### src/rtl/apb_result_completer.sv
// rtl/apb_result_completer.sv - APB completer buffering ALU result words in a K-deep FIFO
// Register map: 0 DATA (push/peek), 1 POP, 2 STATUS, 3 CTRL (flush/clear stickies).
module apb_result_completer #(
  parameter int M           = 8,
  parameter int K           = 8,
  parameter int WAIT_STATES = 0,
  parameter int SLAVE_ID    = 0
) (
  input  logic         PCLK,
  input  logic         PRESET,
  input  logic [1:0]   PADDR,
  input  logic [1:0]   PSELx,
  input  logic         PENABLE,
  input  logic         PWRITE,
  input  logic [M-1:0] PWDATA,
  output logic         PREADY,
  output logic [M-1:0] PRDATA,
  output logic         PSLVERR,
  output logic [3:0]   o_count,
  output logic         o_empty,
  output logic         o_full,
  output logic         o_irq
);

  localparam int AW = (K > 1) ? $clog2(K) : 1;

  typedef enum logic {S_IDLE, S_ACCESS} state_t;

  state_t         state_q, state_d;
  logic [3:0]     wait_q, wait_d;
  logic [M-1:0]   mem_q [K];
  logic [AW-1:0]  rd_ptr_q, wr_ptr_q;
  logic [3:0]     count_q;
  logic           ovf_q, udf_q;
  logic           sel, commit, push;
  logic           empty, full;
  logic [M-1:0]   head, rdata_c;
  logic [7:0]     status;
  logic           err_c;
  logic           sel_unused;

  assign sel        = PSELx[SLAVE_ID];
  assign sel_unused = ^PSELx;
  assign empty      = (count_q == 4'd0);
  assign full       = (count_q == 4'(K));
  assign head       = mem_q[rd_ptr_q];
  assign status     = {udf_q, ovf_q, full, empty, count_q};

  always_comb begin
    state_d = state_q;
    wait_d  = wait_q;
    PREADY  = 1'b0;
    commit  = 1'b0;
    case (state_q)
      S_IDLE: begin
        if (sel && !PENABLE) begin
          state_d = S_ACCESS;
          wait_d  = 4'(WAIT_STATES);
        end
      end
      S_ACCESS: begin
        PREADY = (wait_q == 4'd0);
        if (!sel) begin
          state_d = S_IDLE;
        end else if (wait_q != 4'd0) begin
          wait_d = wait_q - 4'd1;
        end else if (PENABLE) begin
          commit  = 1'b1;
          state_d = S_IDLE;
        end
      end
      default: state_d = S_IDLE;
    endcase
  end

  // Response decode is purely from registered FIFO state and the current address/direction.
  always_comb begin
    rdata_c = '0;
    err_c   = 1'b0;
    case (PADDR)
      2'd0: begin
        if (PWRITE) err_c = full;
        else if (!empty) rdata_c = head;
      end
      2'd1: begin
        if (PWRITE || empty) err_c = 1'b1;
        else rdata_c = head;
      end
      2'd2: begin
        if (PWRITE) err_c = 1'b1;
        else rdata_c[7:0] = status;
      end
      default: ;
    endcase
  end

  assign PRDATA  = (PREADY && !PWRITE) ? rdata_c : '0;
  assign PSLVERR = PREADY ? err_c : 1'b0;
  assign push    = commit && PWRITE && (PADDR == 2'd0) && !full;

  always_ff @(posedge PCLK) begin
    if (!PRESET) begin
      state_q  <= S_IDLE;
      wait_q   <= 4'd0;
      rd_ptr_q <= '0;
      wr_ptr_q <= '0;
      count_q  <= 4'd0;
      ovf_q    <= 1'b0;
      udf_q    <= 1'b0;
    end else begin
      state_q <= state_d;
      wait_q  <= wait_d;
      if (commit) begin
        case (PADDR)
          2'd0: begin
            if (PWRITE) begin
              if (full) begin
                ovf_q <= 1'b1;
              end else begin
                wr_ptr_q <= wr_ptr_q + 1'b1;
                count_q  <= count_q + 4'd1;
              end
            end
          end
          2'd1: begin
            if (!PWRITE) begin
              if (empty) begin
                udf_q <= 1'b1;
              end else begin
                rd_ptr_q <= rd_ptr_q + 1'b1;
                count_q  <= count_q - 4'd1;
              end
            end
          end
          2'd3: begin
            if (PWRITE && PWDATA[0]) begin
              rd_ptr_q <= '0;
              wr_ptr_q <= '0;
              count_q  <= 4'd0;
            end
            if (PWRITE && PWDATA[1]) begin
              ovf_q <= 1'b0;
              udf_q <= 1'b0;
            end
          end
          default: ;
        endcase
      end
    end
  end

  // Storage carries no reset; contents are only visible through count-qualified reads.
  always_ff @(posedge PCLK) begin
    if (push) mem_q[wr_ptr_q] <= PWDATA;
  end

  assign o_count = count_q;
  assign o_empty = empty;
  assign o_full  = full;
  assign o_irq   = !empty;

endmodule

### config.mk
export PLATFORM = sky130hd
export DESIGN_NAME = apb_result_completer
export DESIGN_NICKNAME = d
export VERILOG_FILES = /design/src/rtl/apb_result_completer.sv
export SDC_FILE = /design/constraint.sdc
export NUM_CORES = 1
export LEC_CHECK = 0
export ABC_AREA = 1
export ABC_CLOCK_PERIOD_IN_PS = 2700
export CAP_MARGIN = 5
export CORE_MARGIN = 2
export CORE_UTILIZATION = 40
export CTS_CLUSTER_DIAMETER = 150
export DETAILED_ROUTE_END_ITERATION = 10
export PLACE_DENSITY = 0.58
export SETUP_SLACK_MARGIN = 0.3
export SLEW_MARGIN = 20
export SYNTH_ARGS = -nofsm -noshare
export SYNTH_HDL_FRONTEND = slang
export SYNTH_SLANG_ARGS = --single-unit
### constraint.sdc
create_clock -name PCLK -period 2.7 [get_ports PCLK]
set_input_delay 0.27 -clock PCLK [delete_from_list [all_inputs] [get_ports PCLK]]
set_output_delay 0.27 -clock PCLK [all_outputs]
set_load 0.1 [all_outputs]
# ---- Word level (Yosys, flattened, before mapping)
# Memories as Yosys holds them, arrays and structs flattened. A register that Yosys moved wholly into a read port is not among the register bits.
# Index checks and enable logic that the tools add are counted.
dict set report totals {
  regBits 17
  out_inout_bits 17
  mem_bits_rw 64
  mem_bits_ro 0
  memories 1
  wordCells 103
  latch_bits 0
  in_bits 16
}
dict set report op_classes {
  n_mux 49
  add_sub_neg 5
  n_reduce_logical 25
  multipliers 0
  bitwise_logic 1
  shifts 0
  div 0
  n_lt_le_gt_ge 0
  n_eq_ne 15
}
# memory depth width rd rd_clocked_by_memory_dff wr line
set mem_list {}
lappend mem_list {mem_q 8 8 1 1 1 31} ;# logic [M-1:0] mem_q [K];
# cell count
set op_table {}
lappend op_table {{8-bit 2-to-1 mux} 5}
lappend op_table {{4-bit 2-to-1 mux} 8}
lappend op_table {{8-bit case mux with 3 select lines} 1}
lappend op_table {{3-bit 2-to-1 mux} 7}
lappend op_table {{1-bit 2-to-1 mux} 20}
lappend op_table {{2-bit != test, second input constant} 10}
lappend op_table {{5-bit AND reduction} 4}
lappend op_table {{3-bit case mux with 2 select lines} 2}
lappend op_table {{4-bit case mux with 3 select lines} 1}
lappend op_table {{4-bit zero test} 2}
lappend op_table {{4-bit case mux with 2 select lines} 1}
lappend op_table {{4-bit by 1-bit subtractor with 4-bit output, second input constant} 2}
lappend op_table {{1-bit logical AND} 7}
lappend op_table {{7-bit AND reduction} 1}
lappend op_table {{3-bit by 1-bit adder with 3-bit output, second input constant} 2}
lappend op_table {{1-bit case mux with 2 select lines} 3}
lappend op_table {{4-bit by 1-bit adder with 4-bit output, second input constant} 1}
lappend op_table {{2-bit == test, second input constant} 2}
lappend op_table {{4-bit == test, second input constant} 1}
lappend op_table {{1-bit zero test} 4}
lappend op_table {{2-bit nonzero test} 2}
lappend op_table {{4-bit nonzero test} 1}
lappend op_table {{1-bit case mux with 3 select lines} 1}
lappend op_table {{3-bit AND reduction} 1}
lappend op_table {{other kinds (6)} 6}

# ---- Logic depth before layout (Yosys ltp)
dict set report logic_depth {
  word_depth 9
  mapped_depth 12
}

# ---- Worst setup path after synthesis
# Ideal clock, no wire load.
dict set report synth_timing {
  kind {register to output}
  start {register count_q[0], in the netlist o_count[0]}
  end {output port PRDATA[0]}
  required_ns 2.430
  path_stages_with_launch 7
  slack_ns -2.218
  t_arrival_ns 4.648
  path_cell_list {dfxtp_1 nor2_2 nand2_1 inv_1 nor3_4 nand3_1 a21oi_1}
}
dict set report synth_between {
  elab_chain_cells 5
}
# item line
set synth_lines {}
lappend synth_lines {{start: declaration} 33} ;# logic [3:0] count_q;
lappend synth_lines {{start signal: assignment} 121} ;# count_q <= count_q + 4'd1;
lappend synth_lines {{start signal: assignment} 131} ;# count_q <= count_q - 4'd1;
lappend synth_lines {{4-bit zero test *} 44} ;# assign empty = (count_q == 4'd0);
lappend synth_lines {{via o_empty} 20} ;# output logic o_empty,
lappend synth_lines {{8-bit 2-to-1 mux or 1-bit logical OR (tied branches)} {83, 86}}
lappend synth_lines {{8-bit 2-to-1 mux (on tied branches)} {82, 86}}
lappend synth_lines {{8-bit case mux with 3 select lines *} 80} ;# case (PADDR)
lappend synth_lines {{8-bit 2-to-1 mux *} 97} ;# assign PRDATA = (PREADY && !PWRITE) ? rdata_c : '0;
lappend synth_lines {{end: declaration} 17} ;# output logic [M-1:0] PRDATA,
# The timed path passes the listed nets; every way through them passes the cells marked *.

# ---- Worst setup path after layout
dict set report layout_timing {
  start {register count_q[0], in the netlist o_count[0]}
  end {output port PRDATA[2]}
}
dict set report layout_between {
  elab_chain_cells 5
}
# item line
set layout_lines {}
lappend layout_lines {{4-bit zero test *} 44}
lappend layout_lines {{8-bit 2-to-1 mux or 1-bit logical OR (tied branches)} {83, 86}}
lappend layout_lines {{8-bit 2-to-1 mux (on tied branches)} {82, 86}}
lappend layout_lines {{8-bit case mux with 3 select lines *} 80}
lappend layout_lines {{8-bit 2-to-1 mux *} 97}
# Every way passes the cells marked *; elsewhere a longest branch is shown, timed or not.

==> impl_metrics.tcl <==
set metrics [dict create \
    crit_type "register to output pin" \
    clockBufferDepth 2 \
    syn_area_sq_um 3840 \
    crit_required_ns 2.43 \
    ir_worst_vdd_mv 0.199 \
    arrival_ns 2.02 \
    syn_inst 398 \
    drc_errors 0 \
    drtPass1Iterations 4 \
    routed_wl_um 9020 \
    clock_latency_ns 0.35 \
    start_util_pct 41.4 \
    fin_crit_sh_pct 84.7 \
    fill_cells 851 \
    path_max_fanout 8 \
    vias_per_cell 5.02 \
    slowest_stage "dfxtp_4" \
    timing.final.hold_violations 0 \
    cts-root-buf "clkbuf_8" \
    path_clk_slew_ns 0.09 \
    synth_seq_cells 84 \
    first_global_vias 2838 \
    worst_pin_slew_ns 0.389 \
    synth-seq-area-share_pct 60.5 \
    seq_area_sq_um 2340 \
    netlist_top_cells_area "edfxtp_1 (50%), dfxtp_1 (10%), nor2_1 (7.6%), nand2_1 (5.3%), o21ai_0 (4.7%)" \
    post_cts_buffers 0 \
    area_growth_pct 26.1 \
    crit_buf_inv 3 \
    drive_above_1_share_pct 22.5 \
    hold_ws_ns 0.455 \
    clock_skew_ns 0.00887 \
    grt_pass1_wl_um 14100 \
    grt_util_all_layers_pct 18.3 \
    dr.first_iter.drc_count 136 \
    via_count 2900 \
    multiInputGateArea_sq_um 1530 \
    synth.avg_cell_area_sq_um 9.65 \
    end_kind "output pin" \
    cts_tree "built" \
    startpoint_type "register" \
    numClockSinks 84 \
    grt_max_degree 33 \
    routabilityCongestion 0.832 \
    core-area_sq_um 9280 \
    relSlewSlack_pct 74.0 \
    rsz0062_at_grt "no" \
    die_y_um 102 \
    async_flop_share_pct 0 \
    ys_warn_count 0 \
    overflow 0 \
    port_buffers 31 \
    status "finished, final reports clean" \
    max_stage_delay_ns 0.42 \
    finalCriticalPeriod_ns 2.29 \
    max_freq_ghz 0.437 \
    antenna_found_initial 0 \
    finalPower_mw 2.35 \
    synth_edf_count 64 \
    fin_nets 467 \
    synth_cell_types 27 \
    maxCapViolations 0 \
    ant_nets 0 \
    crit_chain "nor2_4 -> nand2_8 -> clkinvlp_4 -> nor3_4 -> buf_6 -> nand3_2 -> a21oi_4 -> buf_12" \
    slew_viol_final 0 \
    die_x_um 102 \
    cp_top_family "simple AND/OR/NAND/NOR gates" \
    synth_flop_cell "edfxtp_1" \
    setup_viol 0 \
    synth_top_area_cell "edfxtp_1" \
    rows 35 \
    syn_nets 420 \
    ios 33 \
    dp_hpwl_um 6160 \
    diodes 0 \
    hp-class "register to register" \
    cts_made_buffers 9 \
    p_leak_nw 1.64 \
    p_per_area_nw_per_um2 486 \
    synth_top_area_share_pct 50.0 \
    die_area_sq_um 10400 \
    wire_per_inst_um 15.6 \
    cts-htree-levels 3 \
]
-- kinds of logic (layout without fill, tap and decap cells) --
kind of cell / Yosys count / in the layout / synth area share (%)
and+or+nand+nor: 191 / 191 / 22.4
adders and majority gates: 6 / 6 / 2.15
buffers and inverters: 42 / 93 / 4.43
xor gates and xnor gates: 3 / 3 / 0.684
DFF: 84 / 84 / 60.5
AOI/OAI and AO/OA: 72 / 72 / 9.91
-- layout by cell type (no fill, tap or decap), types with 6 or more instances in the layout --
master,Yosys,routed
o21ai_0,36,36
clkbuf_8,0,9
a21oi_4,0,8
dfxtp_1,20,14
buf_12,0,9
nand3_1,27,18
edfxtp_1,64,64
buf_4,0,24
nor2_1,78,75
nor3_1,11,10
a21oi_1,25,17
nor2_4,3,6
nand2_2,6,6
nand2_1,54,53
clkdlybuf4s50_1,0,14
nand3_2,3,12
o211ai_1,8,8
inv_1,22,21
-- metal layers --
layer | up-vias | share of wire (%) | wire length [um] | global-route usage (%)
li1 | 1455 | - | - | -
met1 | 1378 | 48 | 4320 | 24.0
met2 | 54 | 47 | 4210 | 30.5
met3 | 13 | 3.5 | 313 | 2.94
met4 | 0 | 1.9 | 172 | 7.59
met5 | - | 0 | 0 | 0
-- sequential cells by signal, indices dropped and copies added (netlist names), named ones only --
name	count
mem_q	64
o_count	4
ovf_q	1
rd_ptr_q	3
state_q	1
udf_q	1
wait_q	4
wr_ptr_q	3
-- worst reg2reg max path: cells and delay by family (launching register included) --
kind          cells  cell delay [ns]
fa+ha+maj         1             0.20
buf+inv           3             0.39
flops             1             0.34
simple gates      5             0.83
-- where the power goes --
group          switching [mW]  internal (mW)
registers             0.00410           1.39
clock network           0.464          0.336
logic                   0.107         0.0525
-- synthesized netlist by cell type, types with 7 or more instances --
library cell and number:
edfxtp_1 64, o211ai_1 8, o21ai_0 36, nor3_1 11
nor2_1 78, nand2_1 54, inv_1 22, a21oi_1 25
clkbuf_1 7, nand3_1 27, dfxtp_1 20
-- per-stage QoR --
| stage | TNS, ns | utilization, % | std cells | setup WS, ns | area, sq um |
|---|---|---|---|---|---|
| floorplan | -1.87 | - | 398 | -0.234 | 4030 |
| global placement | 0 | 50.1 | 563 | 0.411 | 4650 |
| detailed placement | 0 | 50.1 | 563 | 0.400 | 4650 |
| CTS | 0 | 51.9 | 578 | 0.375 | 4820 |
| global route | 0 | 52.1 | 578 | 0.329 | 4840 |
| finish | 0 | 52.1 | 578 | 0.414 | 4840 |
-- worst paths after layout --
| path | start | endpoint | slack [ns] | cells past startpoint |
|---|---|---|---|---|
| setup / recovery | o_count[0] | PRDATA[2] | 0.41 | 8 |
| hold / removal | ovf_q | ovf_q | 0.46 | 2 |
| setup reg to reg | wait_q[0] | mem_q[2][4] | 0.64 | 9 |
| hold reg to reg | ovf_q | ovf_q | 0.46 | 2 |
-- repair_timing --
action                                  in CTS  in global routing
hold endpoints to repair                     0                  0
endpoints found under the setup margin       4                 12
pin swaps                                    0                  0
hold buffers                                 0                  0
resized for setup                            2                  6
-- area by class of cell --
type / instances / share of cell area, %
clock buffers: 9 / 2.56
clock inverters: 6 / 0.956
inverters: 29 / 2.48
multi-input cells: 272 / 31.5
flip-flops and latches: 84 / 48.3
well taps: 129 / 3.33
repair buffers: 49 / 10.8
Note: power is estimated with default switching activity, not from simulation.
